==> config.mk <==
export PLATFORM = sky130hd
export DESIGN_NAME = ahb_arb2
export DESIGN_NICKNAME = d
export VERILOG_FILES = /design/src/rtl/ahb_pkg.sv /design/src/rtl/ahb_arb2_gnt.sv /design/src/rtl/ahb_arb2.sv
export SDC_FILE = /design/constraint.sdc
export NUM_CORES = 1
export LEC_CHECK = 0
export BUFFER_PORTS_ARGS = -buffer_cell sky130_fd_sc_hd__buf_4
export CAP_MARGIN = 20
export CORE_AREA = 2 2 113 115
export CTS_CLUSTER_DIAMETER = 100
export DETAILED_ROUTE_END_ITERATION = 8
export DIE_AREA = 0 0 115 117
export PLACE_DENSITY_LB_ADDON = 0.1
export SETUP_SLACK_MARGIN = 0.2
export SYNTH_ARGS = -nofsm -noshare
export SYNTH_HDL_FRONTEND = slang
export SYNTH_HIERARCHICAL = 1
export SYNTH_SLANG_ARGS = --single-unit
==> constraint.sdc <==
create_clock -name hclk -period 2.15 [get_ports hclk]
set_input_delay 0.43 -clock hclk [delete_from_list [all_inputs] [get_ports hclk]]
set_output_delay 0.43 -clock hclk [all_outputs]
set_load 0.01 [all_outputs]
==> src/rtl/ahb_pkg.sv <==
// Shared AHB-lite encodings and the address/control payload used by the arbiter.
package ahb_pkg;

   typedef enum logic [1:0] {
      HTRANS_IDLE   = 2'b00,
      HTRANS_BUSY   = 2'b01,
      HTRANS_NONSEQ = 2'b10,
      HTRANS_SEQ    = 2'b11
   } htrans_e;

   typedef enum logic {
      HRESP_OKAY  = 1'b0,
      HRESP_ERROR = 1'b1
   } hresp_e;

   typedef enum logic [2:0] {
      HSIZE_BYTE  = 3'b000,
      HSIZE_HALF  = 3'b001,
      HSIZE_WORD  = 3'b010,
      HSIZE_DWORD = 3'b011
   } hsize_e;

   typedef enum logic [2:0] {
      HBURST_SINGLE = 3'b000,
      HBURST_INCR   = 3'b001,
      HBURST_INCR4  = 3'b011
   } hburst_e;

   // Address-phase control fields that travel together through the mux.
   typedef struct packed {
      logic [1:0] trans;
      logic [2:0] size;
      logic [2:0] burst;
      logic       write;
   } ahb_ctrl_t;

   // SEQ and BUSY both mean the master is inside a burst that must not be split.
   function automatic logic is_burst(input logic [1:0] trans);
      return (trans == HTRANS_SEQ) || (trans == HTRANS_BUSY);
   endfunction

endpackage

==> src/rtl/ahb_arb2_gnt.sv <==
// Grant owner and per-grant quota counter with preempt/handover decode.
module ahb_arb2_gnt
   import ahb_pkg::*;
#(
   parameter int unsigned QUOTA = 4
) (
   input  logic       hclk,
   input  logic       hresetn,
   input  logic [1:0] m0_htrans,
   input  logic [1:0] m1_htrans,
   input  logic       s_hready,
   output logic       gnt,
   output logic       preempt_c
);

   localparam int unsigned QW = 4;
   localparam logic [QW-1:0] QMAX = QW'(QUOTA);

   logic [QW-1:0] qcnt;
   logic [QW-1:0] qcnt_nxt;
   logic          gnt_nxt;
   logic [1:0]    cur;
   logic [1:0]    oth;
   logic          oreq;
   logic          burst;
   logic          handover;

   always_ff @(posedge hclk or negedge hresetn) begin
      if (!hresetn) begin
         gnt  <= 1'b0;
         qcnt <= '0;
      end else begin
         gnt  <= gnt_nxt;
         qcnt <= qcnt_nxt;
      end
   end

   // Preempt forces the owner's NONSEQ off the bus; that IDLE is the handover cost.
   always_comb begin
      cur       = gnt ? m1_htrans : m0_htrans;
      oth       = gnt ? m0_htrans : m1_htrans;
      oreq      = oth[1];
      burst     = is_burst(cur);
      preempt_c = (cur == HTRANS_NONSEQ) && oreq && (qcnt == QMAX);
      handover  = s_hready && !burst && !preempt_c && (cur == HTRANS_IDLE) && oreq;
      gnt_nxt   = gnt;
      qcnt_nxt  = qcnt;
      if (s_hready) begin
         if (preempt_c || handover) begin
            gnt_nxt  = ~gnt;
            qcnt_nxt = '0;
         end else if ((cur == HTRANS_NONSEQ) && oreq) begin
            if (qcnt != QMAX) qcnt_nxt = qcnt + QW'(1);
         end else if (!oreq) begin
            qcnt_nxt = '0;
         end
      end
   end

endmodule

==> src/rtl/ahb_arb2.sv <==
// Two-master AHB-lite arbiter: address mux, data-phase ownership and per-master response steering.
module ahb_arb2
   import ahb_pkg::*;
#(
   parameter int unsigned AW    = 32,
   parameter int unsigned DW    = 32,
   parameter int unsigned QUOTA = 4
) (
   input  logic          hclk,
   input  logic          hresetn,
   input  logic [AW-1:0] m0_haddr,
   input  logic [1:0]    m0_htrans,
   input  logic [2:0]    m0_hsize,
   input  logic [2:0]    m0_hburst,
   input  logic          m0_hwrite,
   input  logic [DW-1:0] m0_hwdata,
   input  logic [AW-1:0] m1_haddr,
   input  logic [1:0]    m1_htrans,
   input  logic [2:0]    m1_hsize,
   input  logic [2:0]    m1_hburst,
   input  logic          m1_hwrite,
   input  logic [DW-1:0] m1_hwdata,
   output logic          m0_hready,
   output logic          m0_hresp,
   output logic          m1_hready,
   output logic          m1_hresp,
   output logic [DW-1:0] m_hrdata,
   output logic [AW-1:0] s_haddr,
   output logic [1:0]    s_htrans,
   output logic [2:0]    s_hsize,
   output logic [2:0]    s_hburst,
   output logic          s_hwrite,
   output logic [DW-1:0] s_hwdata,
   input  logic [DW-1:0] s_hrdata,
   input  logic          s_hready,
   input  logic          s_hresp,
   output logic          gnt
);

   logic      preempt_c;
   logic      dvalid;
   logic      downer;
   ahb_ctrl_t m0_ctrl;
   ahb_ctrl_t m1_ctrl;
   ahb_ctrl_t sel_ctrl;

   ahb_arb2_gnt #(.QUOTA(QUOTA)) u_gnt (
      .hclk      (hclk),
      .hresetn   (hresetn),
      .m0_htrans (m0_htrans),
      .m1_htrans (m1_htrans),
      .s_hready  (s_hready),
      .gnt       (gnt),
      .preempt_c (preempt_c)
   );

   assign m0_ctrl = '{trans: m0_htrans, size: m0_hsize, burst: m0_hburst, write: m0_hwrite};
   assign m1_ctrl = '{trans: m1_htrans, size: m1_hsize, burst: m1_hburst, write: m1_hwrite};
   assign sel_ctrl = gnt ? m1_ctrl : m0_ctrl;

   // Address phase follows the grant; reset and preempt both present IDLE to the slave.
   assign s_haddr  = gnt ? m1_haddr : m0_haddr;
   assign s_htrans = (!hresetn || preempt_c) ? HTRANS_IDLE : sel_ctrl.trans;
   assign s_hsize  = sel_ctrl.size;
   assign s_hburst = sel_ctrl.burst;
   assign s_hwrite = sel_ctrl.write;

   assign s_hwdata = downer ? m1_hwdata : m0_hwdata;
   assign m_hrdata = s_hrdata;

   always_ff @(posedge hclk or negedge hresetn) begin
      if (!hresetn) begin
         dvalid <= 1'b0;
         downer <= 1'b0;
      end else if (s_hready) begin
         dvalid <= s_htrans[1];
         downer <= gnt;
      end
   end

   // Data-phase owner sees the slave first; a waiting requester is stalled.
   always_comb begin
      m0_hready = 1'b0;
      m1_hready = 1'b0;
      if (dvalid && !downer)      m0_hready = s_hready;
      else if (!gnt && !preempt_c) m0_hready = s_hready;
      else if (!m0_htrans[1])      m0_hready = 1'b1;
      if (dvalid && downer)       m1_hready = s_hready;
      else if (gnt && !preempt_c)  m1_hready = s_hready;
      else if (!m1_htrans[1])      m1_hready = 1'b1;
   end

   assign m0_hresp = (dvalid && !downer) ? s_hresp : HRESP_OKAY;
   assign m1_hresp = (dvalid &&  downer) ? s_hresp : HRESP_OKAY;

endmodule
After elaboration in Yosys (flattened, before gate mapping)
Index checks and enable logic that the tools add are counted.
Widths: inputs -> output; s select.
- register bits: 7
- latch bits: 0
- RAM bits: 0
- memory bits (read-only): 0
- output and inout bits: 110
- word-level logic and storage cells: 52
- memories: 0
- $add $sub $neg: 1
- multipliers: 0
- divide/modulo/power cells: 0
- $lt $le $gt $ge: 0
- equal/unequal tests: 7
- shifts and indexed selects: 0
- multiplexer cells: 18
- bitwise gates (word level): 1
- reductions and logical operators: 21
- operators with widths (cell ; number):
    $mux 32 ; 2
    $mux 4 ; 4
    $logic_and 1x1->1 ; 10
    $mux 9 ; 1
    $mux 1 ; 8
    $mux 2 ; 3
    $ne 3x3->1 const B ; 2
    $logic_not 1->1 ; 5
    $add 4x1->4 const B ; 1
    $eq 2x2->1 const B ; 2
    $eq 4x3->1 const B ; 1
    $ne 4x3->1 const B ; 1
    $logic_or 1x1->1 ; 3
    $reduce_and 3->1 ; 1
    $eq 2x1->1 const B ; 1
    $logic_not 2->1 ; 1
    $reduce_and 2->1 ; 1
    $not 1->1 ; 1

Depth between registers and ports, before layout
Gate-level depths: netlist (run 1).
- depth after elaboration: 11
- depth in mapped cells: 7

Hierarchy
The synthesis (run 1) kept the hierarchy.
- by module, submodules not included (module ; instances ; cells an instance ; area an instance (µm²) ; seq. area each (µm²)):
    ahb_arb2 ; 1 ; 131 ; 1298.7 ; 50.0
    ahb_arb2_gnt ; 1 ; 34 ; 354.1 ; 125.1

Least setup slack after synthesis (run 1)
No wires, ideal clock.
- kind: reg-to-output
- start point: reg u_gnt.gnt
- end point: out m1_hready
- arrival time: 1.638 ns
- data required time: 1.720 ns
- path slack: 0.082 ns
- cell stages (with the launch flop): 6
- path buffers: 0
- cells stage by stage: dfrtp_1 mux2_4 nor3_1 inv_1 a22oi_1 mux2i_1
- word-level cells in the longest chain between the ends: 8
- elaborated cells between the ends (all ways): 9
- those cells by class: eq/ne (1); mux (4); reduce/logical (4)
- RTL lines (element ; line ; source):
    start, declared ; ahb_arb2_gnt.sv:12 ; output logic gnt,
    start signal, assigned ; ahb_arb2_gnt.sv:33 ; gnt <= gnt_nxt;
    $mux 2 ; ahb_arb2_gnt.sv:40 ; cur = gnt ? m1_htrans : m0_htrans;
    $eq 2x2->1 ; ahb_arb2_gnt.sv:44 ; preempt_c = (cur == HTRANS_NONSEQ) && oreq && (qcnt == QMAX);
    $logic_and 1x1->1 * (2 in a row) ; ahb_arb2_gnt.sv:44 ;
    via preempt_c ; ahb_arb2.sv:40 ; logic preempt_c;
    $logic_not 1->1 * ; ahb_arb2.sv:89 ; else if (gnt && !preempt_c) m1_hready = s_hready;
    $logic_and 1x1->1 * ; ahb_arb2.sv:89 ;
    $mux 1 * ; ahb_arb2.sv:89 ;
    $mux 1 * ; ahb_arb2.sv:88 ; if (dvalid && downer) m1_hready = s_hready;
    end, declared ; ahb_arb2.sv:25 ; output logic m1_hready,
The timed path passes the listed nets; every way through them passes the cells marked *.

Worst setup path after layout (run 1)
- start point: reg u_gnt.qcnt[1]
- end point: out m1_hready
- word-level cells in the longest chain between the ends: 6
- RTL lines (element ; line ; source):
    start, declared ; ahb_arb2_gnt.sv:19 ; logic [QW-1:0] qcnt;
    start signal, assigned ; ahb_arb2_gnt.sv:34 ; qcnt <= qcnt_nxt;
    $eq 4x3->1 ; ahb_arb2_gnt.sv:44 ;
    $logic_and 1x1->1 ; ahb_arb2_gnt.sv:44 ;
    via preempt_c ; ahb_arb2.sv:40 ;
    $logic_not 1->1 ; ahb_arb2.sv:89 ;
    $logic_and 1x1->1 ; ahb_arb2.sv:89 ;
    $mux 1 ; ahb_arb2.sv:89 ;
    $mux 1 ; ahb_arb2.sv:88 ;
The timed path passes the listed nets, and every way through them passes these cells.

==> results.yml, run 1 <==
grt:
  antenna_found_initial: 0
  grt_pass1_vias: 2005
  grt.total_usage: 0.116
  grt_pass1_wl_um: 11700
  grt.overflow.total: 0
  grt_max_degree: 50
logic_synthesis:
  ys_ff_latch: 7
  synth-async-reset-ratio: 1.00
  synth.distinct_cells: 30
  synthMostInstantiatedCell: "mux2_2"
  ys.flop_type: "dfrtp_1"
  synth_common_cells: "mux2_2 (73), buf_4 (34), buf_6 (7), dfrtp_1 (7)"
  synthTopCellsByArea: "mux2_2 (50%), buf_4 (15%), dfrtp_1 (11%)"
  ys.warnings.count: 6
  syn_inst: 165
  netlist_area_um2: 1650
  synth_largest_area_cell: "mux2_2"
  synth_top_area_frac: 0.497
  synth-seq-area-share: 0.106
  synth_nets: 349
  synth_edf_count: 0
  avgSynthCellArea_um2: 10.0
power:
  combPwrFrac: 0.777
  clockPowerShare: 0.146
  cellPowerDensity_nw_per_um2: 612
  p_seq_frac: 0.077
  p_int_mw: 1.41
  p_sw_mw: 0.767
  vdd_drop_max_mv: 0.265
  p_leak_nw: 1.79
  switching_share: 0.352
timing:
  fmax_ghz: 0.459
  final_hold_viol_count: 0
  worstMarginPinSlew_ns: 0.408
  period_share: 1.01
  slew_headroom: 0.727
  fin_ws_ns: -0.0305
  rsz0062_at_grt: "true"
  clock_skew_ns: 0.000422
  fin_crit_ns: 2.18
  finalMaxSlewViolations: 0
  setup_tns_ns: -0.0305
  setup_viol: 1
cts:
  cts_sinks: 7
  clockRootBuffer: "clkbuf_16"
  numCtsBuffers: 3
  path_clk_slew_ns: 0.04
  h-tree-depth: 1
  tritoncts: "yes"
  cts.path.max_buffers: 2
  clk_latency_ns: 0.23
critical_path:
  worstPathMaxFanout: 2
  crit_required_ns: 1.72
  worstSetupPathType: "reg -> out"
  cp.arrival_ns: 1.75
  worst_setup_path_start_kind: "flip-flop"
  cp-end-kind: "output pin"
route:
  dr.pass1.iters: 4
  drc: 0
  postRouteWirelength_um: 9000
  drtIter0Drc: 39
  vias: 2093
  vias_per_cell: 4.02
  drt-wirelength-per-cell_um: 17.3
  ant_nets: 0
die:
  die_w_um: 115
  row_count: 41
  die_h_um: 117
  core_region_area_um2: 12300
  io_pins: 292
  start_util: 0.134
  die-area_um2: 13500
layout:
  utilization: 0.289
  final_area_um2: 3560
  n_antenna_cell: 0
  layout-drive-gt1-share: 0.898
  nets: 556
  area_growth_pct: 115
  layoutNonFillerInstCount: 521
placed_design:
  dpl_worst_slack_ns: 0.0220
  place.port_buffers: 227
  dpl.hpwl_um: 7290
  placed_area_um2: 3290
  dp.cells: 508
  place_congestion: 0.755
outcome:
  failed_checks: "setup timing"
  outcome: "finished with violations"
job:
  cap_violations: 0
min_path:
  hold_class: "in -> async"
-- critical path, cell delays in order (launching register included) --
cell,delay (ns)
dfrtp_1,0.38
inv_2,0.07
ha_4,0.14
nand3b_4,0.09
nor3_4,0.18
inv_1,0.07
a22oi_2,0.19
mux2i_1,0.24
buf_4,0.16
-- per-layer routing --
layer,GRT usage,up-vias,share of wire
li1,-,987,-
met1,0.130,986,0.37
met2,0.219,110,0.53
met3,0.0319,10,0.092
met4,0.0209,0,0.0088
met5,0,-,0
-- power groups by stage --
stage	clock network [mW]	logic, mW	registers, mW
after global routing	0.334	1.82	0.169
after CTS	0.325	1.61	0.167
final	0.318	1.69	0.168
after detailed placement	0	1.56	0.171
after floorplan	0	0.904	0.173
after global placement	0	1.55	0.170
-- metrics by stage --
step | total power, mW | hold WS, ns
floorplan | 1.08 | 0.134
global placement | 1.72 | 0.266
detailed placement | 1.73 | 0.265
CTS | 2.10 | 0.0302
global route | 2.32 | 0.0316
finish | 2.18 | 0.0248
-- path summary, 6_finish.rpt --
path | startpoint | end | slack (ns) | cells past startpoint
max | u_gnt/qcnt[1] | m1_hready | -0.03 | 8
min | hresetn | u_gnt/qcnt[2] | 0.02 | 1
max reg2reg | u_gnt/qcnt[1] | dvalid | 0.40 | 10
min reg2reg | u_gnt/qcnt[3] | u_gnt/qcnt[3] | 0.58 | 1
max in group asynchronous | hresetn | u_gnt/gnt | 1.97 | 1
min in group hclk | m1_htrans[1] | u_gnt/gnt | 0.49 | 3
-- state kept, by name, indices dropped and copies added, names as in the netlist --
| register | count |
|---|---|
| dvalid | 1 |
| u_gnt/gnt | 1 |
| u_gnt/qcnt | 4 |
| downer | 1 |
-- cells by family after synthesis --
kind of cell / Yosys count / share of synthesized area
multiplexers: 78 / 0.531
buffers and inverters: 46 / 0.213
AND/OR/NAND/NOR: 22 / 0.0855
AO/OA/AOI/OAI: 10 / 0.0492
flip-flops: 7 / 0.106
adder cells (fa/ha/maj): 2 / 0.0151
-- placed cells by master (no fill, tap or decap) --
| cell | Yosys | layout |
|---|---|---|
| o22ai_4 | 0 | 1 |
| a32o_1 | 1 | 1 |
| a21o_1 | 1 | 1 |
| buf_6 | 7 | 3 |
| a2bb2oi_1 | 1 | 1 |
| and2_1 | 1 | 1 |
| clkbuf_1 | 0 | 1 |
| nand2b_4 | 0 | 1 |
| ha_1 | 2 | 1 |
| and3_1 | 1 | 1 |
| mux2i_1 | 4 | 4 |
| a211oi_1 | 1 | 1 |
| mux2_4 | 1 | 1 |
| nor4b_2 | 2 | 2 |
| a221o_1 | 1 | 1 |
| nand3b_4 | 0 | 1 |
| inv_1 | 5 | 3 |
| a21oi_1 | 1 | 1 |
| a221o_2 | 1 | 1 |
| a22oi_2 | 0 | 1 |
| and4b_1 | 1 | 1 |
| inv_2 | 0 | 2 |
| nor2_1 | 4 | 3 |
| nor2_4 | 0 | 1 |
| nor4b_1 | 1 | 1 |
| dfrtp_1 | 7 | 6 |
| nand2_1 | 5 | 5 |
| o211ai_1 | 1 | 1 |
| mux2_2 | 73 | 73 |
| nor3_4 | 0 | 1 |
| nand3_1 | 3 | 3 |
| buf_4 | 34 | 236 |
| buf_12 | 0 | 1 |
| clkbuf_16 | 0 | 5 |
| ha_4 | 0 | 1 |
| and3b_1 | 1 | 1 |
| buf_16 | 0 | 1 |
| dfrtp_2 | 0 | 1 |
-- layout make-up --
class,count,area [um^2]
Fill cell,1331,8760
Timing Repair Buffer,243,1900
Multi-Input combinational cell,112,1190
Tap cell,150,188
Sequential cell,7,176
Clock buffer,4,78.8
Inverter,5,18.8
-- what timing repair did --
item / CTS / global route
resized for setup: 10 / 6
hold buffers: 0 / 0
gates cloned: 0 / 3
endpoints found under the setup margin: 43 / 43
setup buffers: 5 / 1
pin swaps: 4 / 4
(Power assumes the default switching activity.)
==> run 2, diff against run 1 <==
--- a/config.mk
+++ b/config.mk
@@ -8,6 +8,7 @@
 export BUFFER_PORTS_ARGS = -buffer_cell sky130_fd_sc_hd__buf_4
 export CAP_MARGIN = 20
 export CORE_AREA = 2 2 113 115
+export CTS_BUF_LIST = sky130_fd_sc_hd__clkbuf_8
 export CTS_CLUSTER_DIAMETER = 100
 export DETAILED_ROUTE_END_ITERATION = 8
 export DIE_AREA = 0 0 115 117
==> results.yml, run 2 (synthesis gave the netlist of run 1 again) <==
layout:
  top_register: "u_gnt/qcnt"
  fillers: 1336
  final_common_cell: "buf_4"
  ff_latch_area_um2: 176
  layout-drive-gt1-share: 0.898
  n_antenna_cell: 0
  multi_input_area_um2: 1190
  layout_common_cells: "buf_4 (236), mux2_2 (73), dfrtp_1 (6), nand2_1 (5)"
  area_growth_pct: 113
  largest_register_ffs: 4
  nets: 556
  final_area_um2: 3520
critical_path:
  r2r_start: "u_gnt/qcnt[1]"
  cp.arrival_ns: 1.76
  startpoint: "u_gnt/qcnt[1]"
  worstPathMaxFanout: 2
  crit_required_ns: 1.72
  worstSetupPathType: "reg -> out"
  cp-end-kind: "output pin"
  worst_setup_path_start_kind: "flip-flop"
grt:
  grt_max_degree: 50
  grt_pass1_vias: 2013
  grt_pass1_wl_um: 11800
  grt.total_usage: 0.116
  grt.overflow.total: 0
  antenna_found_initial: 0
power:
  cellPowerDensity_nw_per_um2: 580
  p_leak_nw: 1.77
  vdd_drop_max_mv: 0.264
  p_total_mw: 2.04
placed_design:
  placed_area_um2: 3290
  dpl.hpwl_um: 7290
  place.port_buffers: 227
  place_congestion: 0.755
route:
  drc: 0
  drtIter0Drc: 29
  postRouteWirelength_um: 9020
  ant_nets: 0
  vias_per_cell: 4.01
  dr.pass1.iters: 4
  drt-wirelength-per-cell_um: 17.3
  vias: 2090
cts:
  clockRootBuffer: "clkbuf_8"
  h-tree-depth: 1
  tritoncts: "yes"
  cts_sinks: 7
  clk_latency_ns: 0.23
  numCtsBuffers: 3
  path_clk_slew_ns: 0.04
  postCtsHoldBufs: 0
  cts.path.max_buffers: 2
timing:
  period_share: 1.02
  slew_headroom: 0.720
  setup_viol: 1
  worstMarginPinSlew_ns: 0.418
  rsz0062_at_grt: "true"
  fin_crit_ns: 2.19
  final_hold_viol_count: 0
  finalMaxSlewViolations: 0
  clock_skew_ns: 0.00102
  fmax_ghz: 0.456
  fin_ws_ns: -0.0426
min_path:
  hold_class: "in -> async"
die:
  core_region_area_um2: 12300
  start_util: 0.134
  row_count: 41
  die_h_um: 117
  io_pins: 292
  die-area_um2: 13500
  die_w_um: 115
outcome:
  outcome: "finished with violations"
  failed_checks: "setup timing"
job:
  cap_violations: 0
## run 2: changes by cell type in the layout (fill, tap and decap cells not counted), sizes merged
cell    previous run  this run
clkbuf             6         5
inv                5         6
## run 2: what timing repair did
item	in CTS	in global routing
resized for setup	11	5
endpoints found under the setup margin	43	43
buffers inserted	5	1
pin swaps	4	4
gates cloned	0	3
hold endpoints to repair	0	0
## run 2: final cells by class
class / count / area share
clock buffer: 3 / 0.0117
clock inverter: 1 / 0.00107
inverter: 5 / 0.00533
multi-input combinational: 112 / 0.338
sequential: 7 / 0.0501
tap: 150 / 0.0533
timing repair buffer: 243 / 0.540
## run 2: worst max-delay path, cell delays in order, from the launching register on
cell	delay (ns)
dfrtp_1	0.39
inv_2	0.07
ha_4	0.14
nand3b_4	0.09
nor3_4	0.18
inv_1	0.07
a22oi_2	0.19
mux2i_1	0.24
buf_4	0.16
## run 2: final timing paths
kind,endpoint,cells after the start,slack (ns)
min,u_gnt/qcnt[2],1,0.02
max reg2reg,dvalid,10,0.39
min reg2reg,u_gnt/qcnt[3],1,0.58
max in group asynchronous,u_gnt/gnt,1,1.97
min in group hclk,u_gnt/gnt,3,0.49
max,m1_hready,8,-0.04
## run 2: metal layers
metal	routed length, um	global-route usage	vias up
met5	0	0	-
met4	79	0.0257	0
met3	827	0.0304	10
met2	4780	0.220	110
met1	3330	0.130	988
li1	-	-	982
## run 2: where the power goes
| part | internal (mW) | switching, mW | total (mW) |
|---|---|---|---|
| sequential | 0.151 | 0.0165 | 0.167 |
| combinational | 1.01 | 0.678 | 1.69 |
| clock | 0.124 | 0.0616 | 0.185 |
## run 2: stage by stage
| step | util | hold WS, ns | setup TNS [ns] | instances | setup slack (ns) |
|---|---|---|---|---|---|
| 3_3_place_gp | 0.267 | 0.266 | 0 | 508 | 0.0337 |
| 3_5_place_dp | 0.267 | 0.265 | 0 | 508 | 0.0220 |
| 6_report | 0.286 | 0.0243 | -0.0426 | 521 | -0.0426 |
| 5_1_grt | 0.286 | 0.0289 | -0.224 | 521 | -0.166 |
| 4_1_cts | 0.278 | 0.0281 | -0.0783 | 517 | -0.0783 |
| 2_1_floorplan | - | 0.134 | 0 | 165 | 0.205 |
==> run 3, diff against run 2 <==
--- a/config.mk
+++ b/config.mk
@@ -5,7 +5,7 @@
 export SDC_FILE = /design/constraint.sdc
 export NUM_CORES = 1
 export LEC_CHECK = 0
-export BUFFER_PORTS_ARGS = -buffer_cell sky130_fd_sc_hd__buf_4
+export BUFFER_PORTS_ARGS = -buffer_cell sky130_fd_sc_hd__buf_2
 export CAP_MARGIN = 20
 export CORE_AREA = 2 2 113 115
 export CTS_BUF_LIST = sky130_fd_sc_hd__clkbuf_8
==> results.yml, run 3 (synthesis gave the netlist of run 1 again) <==
outcome:
  outcome: "finished with violations"
  failed_checks: "setup timing"
grt:
  grt_pass1_wl_um: 10800
  grt.overflow.total: 0
  grt_max_degree: 50
  grt_pass1_vias: 1985
  antenna_found_initial: 0
  grt.total_usage: 0.106
cts:
  path_clk_slew_ns: 0.05
  cts_sinks: 7
  cts.path.max_buffers: 2
  clk_latency_ns: 0.23
  clockRootBuffer: "clkbuf_8"
  tritoncts: "yes"
  numCtsBuffers: 3
  h-tree-depth: 1
critical_path:
  crit_required_ns: 1.72
  worstSetupPathType: "reg -> out"
  cp-end-kind: "output pin"
  worst_setup_path_start_kind: "flip-flop"
  r2r_start: "u_gnt/qcnt[0]"
  startpoint: "u_gnt/qcnt[0]"
  ff2ff_path_depth: 11
  worstPathMaxFanout: 2
  cp.arrival_ns: 1.84
layout:
  area_growth_pct: 79.0
  final_common_cell: "buf_2"
  layout-drive-gt1-share: 0.903
  utilization: 0.240
  nets: 558
  largest_register_ffs: 4
  top_register: "u_gnt/qcnt"
  layoutNonFillerInstCount: 523
  layout_common_cells: "buf_2 (226), mux2_2 (71), buf_4 (13), nand2_1 (5), dfrtp_1 (5)"
  n_antenna_cell: 0
route:
  drt-wirelength-per-cell_um: 15.7
  ant_nets: 0
  vias_per_cell: 3.92
  postRouteWirelength_um: 8210
  drtIter0Drc: 41
  vias: 2052
  dr.pass1.iters: 4
  drc: 0
die:
  die_h_um: 117
  die-area_um2: 13500
  start_util: 0.134
  die_w_um: 115
  core_region_area_um2: 12300
  io_pins: 292
  row_count: 41
timing:
  slew_headroom: 0.733
  fin_crit_ns: 2.27
  period_share: 1.06
  setup_viol: 2
  rsz0062_at_grt: "true"
  fin_ws_ns: -0.119
  fmax_ghz: 0.441
  final_hold_viol_count: 0
  clock_skew_ns: 0.00543
  hold_ws_ns: 0.0619
  finalMaxSlewViolations: 0
  worstMarginPinSlew_ns: 0.398
min_path:
  hold_class: "in -> async"
placed_design:
  dp.cells: 512
  place.port_buffers: 227
  dpl.hpwl_um: 6860
  place_congestion: 0.804
  dpl_worst_slack_ns: -0.0494
power:
  p_sw_mw: 0.724
  combPwrFrac: 0.793
  switching_share: 0.410
  p_leak_nw: 1.59
  vdd_drop_max_mv: 0.267
  p_seq_frac: 0.101
  p_int_mw: 1.04
  p_total_mw: 1.76
  cellPowerDensity_nw_per_um2: 596
  clockPowerShare: 0.106
job:
  cap_violations: 0
==> run 3: metal layers <==
| layer | part of all wire | GRT usage |
|---|---|---|
| met1 | 0.37 | 0.113 |
| met2 | 0.51 | 0.204 |
| met3 | 0.10 | 0.0360 |
| met4 | 0.0072 | 0.0209 |
| met5 | 0 | 0 |
==> run 3: final timing paths <==
path                       slack [ns]             to
max                             -0.12      m1_hready
min                              0.06         downer
max reg2reg                      0.31         dvalid
min reg2reg                      0.57  u_gnt/qcnt[3]
max in group asynchronous        1.87      u_gnt/gnt
min in group hclk                0.57  u_gnt/qcnt[3]
==> run 3: worst max-delay path, stage by stage, from the launching register on <==
cell and delay, ns:
dfrtp_1 0.38, inv_2 0.07, ha_4 0.15, nand3b_4 0.09, nor3_4 0.18, inv_1 0.07
a22oi_2 0.22, mux2i_2 0.27, buf_2 0.18
==> run 3: timing repair <==
item | in CTS | in global routing
pin swaps | 3 | 3
gates resized for setup | 10 | 7
hold buffers | 0 | 0
gates cloned | 0 | 1
setup buffers | 5 | 1
setup endpoints to repair | 4 | 38
==> run 3: cell type report <==
type / count / area (um^2)
Multi-Input combinational cell: 112 / 1190
Clock buffer: 3 / 41.3
Clock inverter: 1 / 3.75
Sequential cell: 7 / 178
Timing Repair Buffer: 245 / 1340
Tap cell: 150 / 188
Inverter: 5 / 18.8
Fill cell: 1353 / 9350
==> run 3: power by group through the flow <==
stage / Clock, mW / Combinational (mW) / Sequential, mW
6_report: 0.187 / 1.40 / 0.177
5_1_grt: 0.196 / 1.52 / 0.181
4_1_cts: 0.193 / 1.38 / 0.174
3_5_place_dp: 0 / 1.33 / 0.179
3_3_place_gp: 0 / 1.32 / 0.179
2_1_floorplan: 0 / 0.904 / 0.173
==> run 3: through the flow <==
| stage | area (um^2) | TNS (ns) |
|---|---|---|
| finish | 2960 | -0.205 |
| global route | 2960 | -0.501 |
| CTS | 2900 | -0.150 |
| detailed placement | 2770 | -0.0494 |
| global placement | 2770 | -0.00220 |
| floorplan | 1670 | 0 |
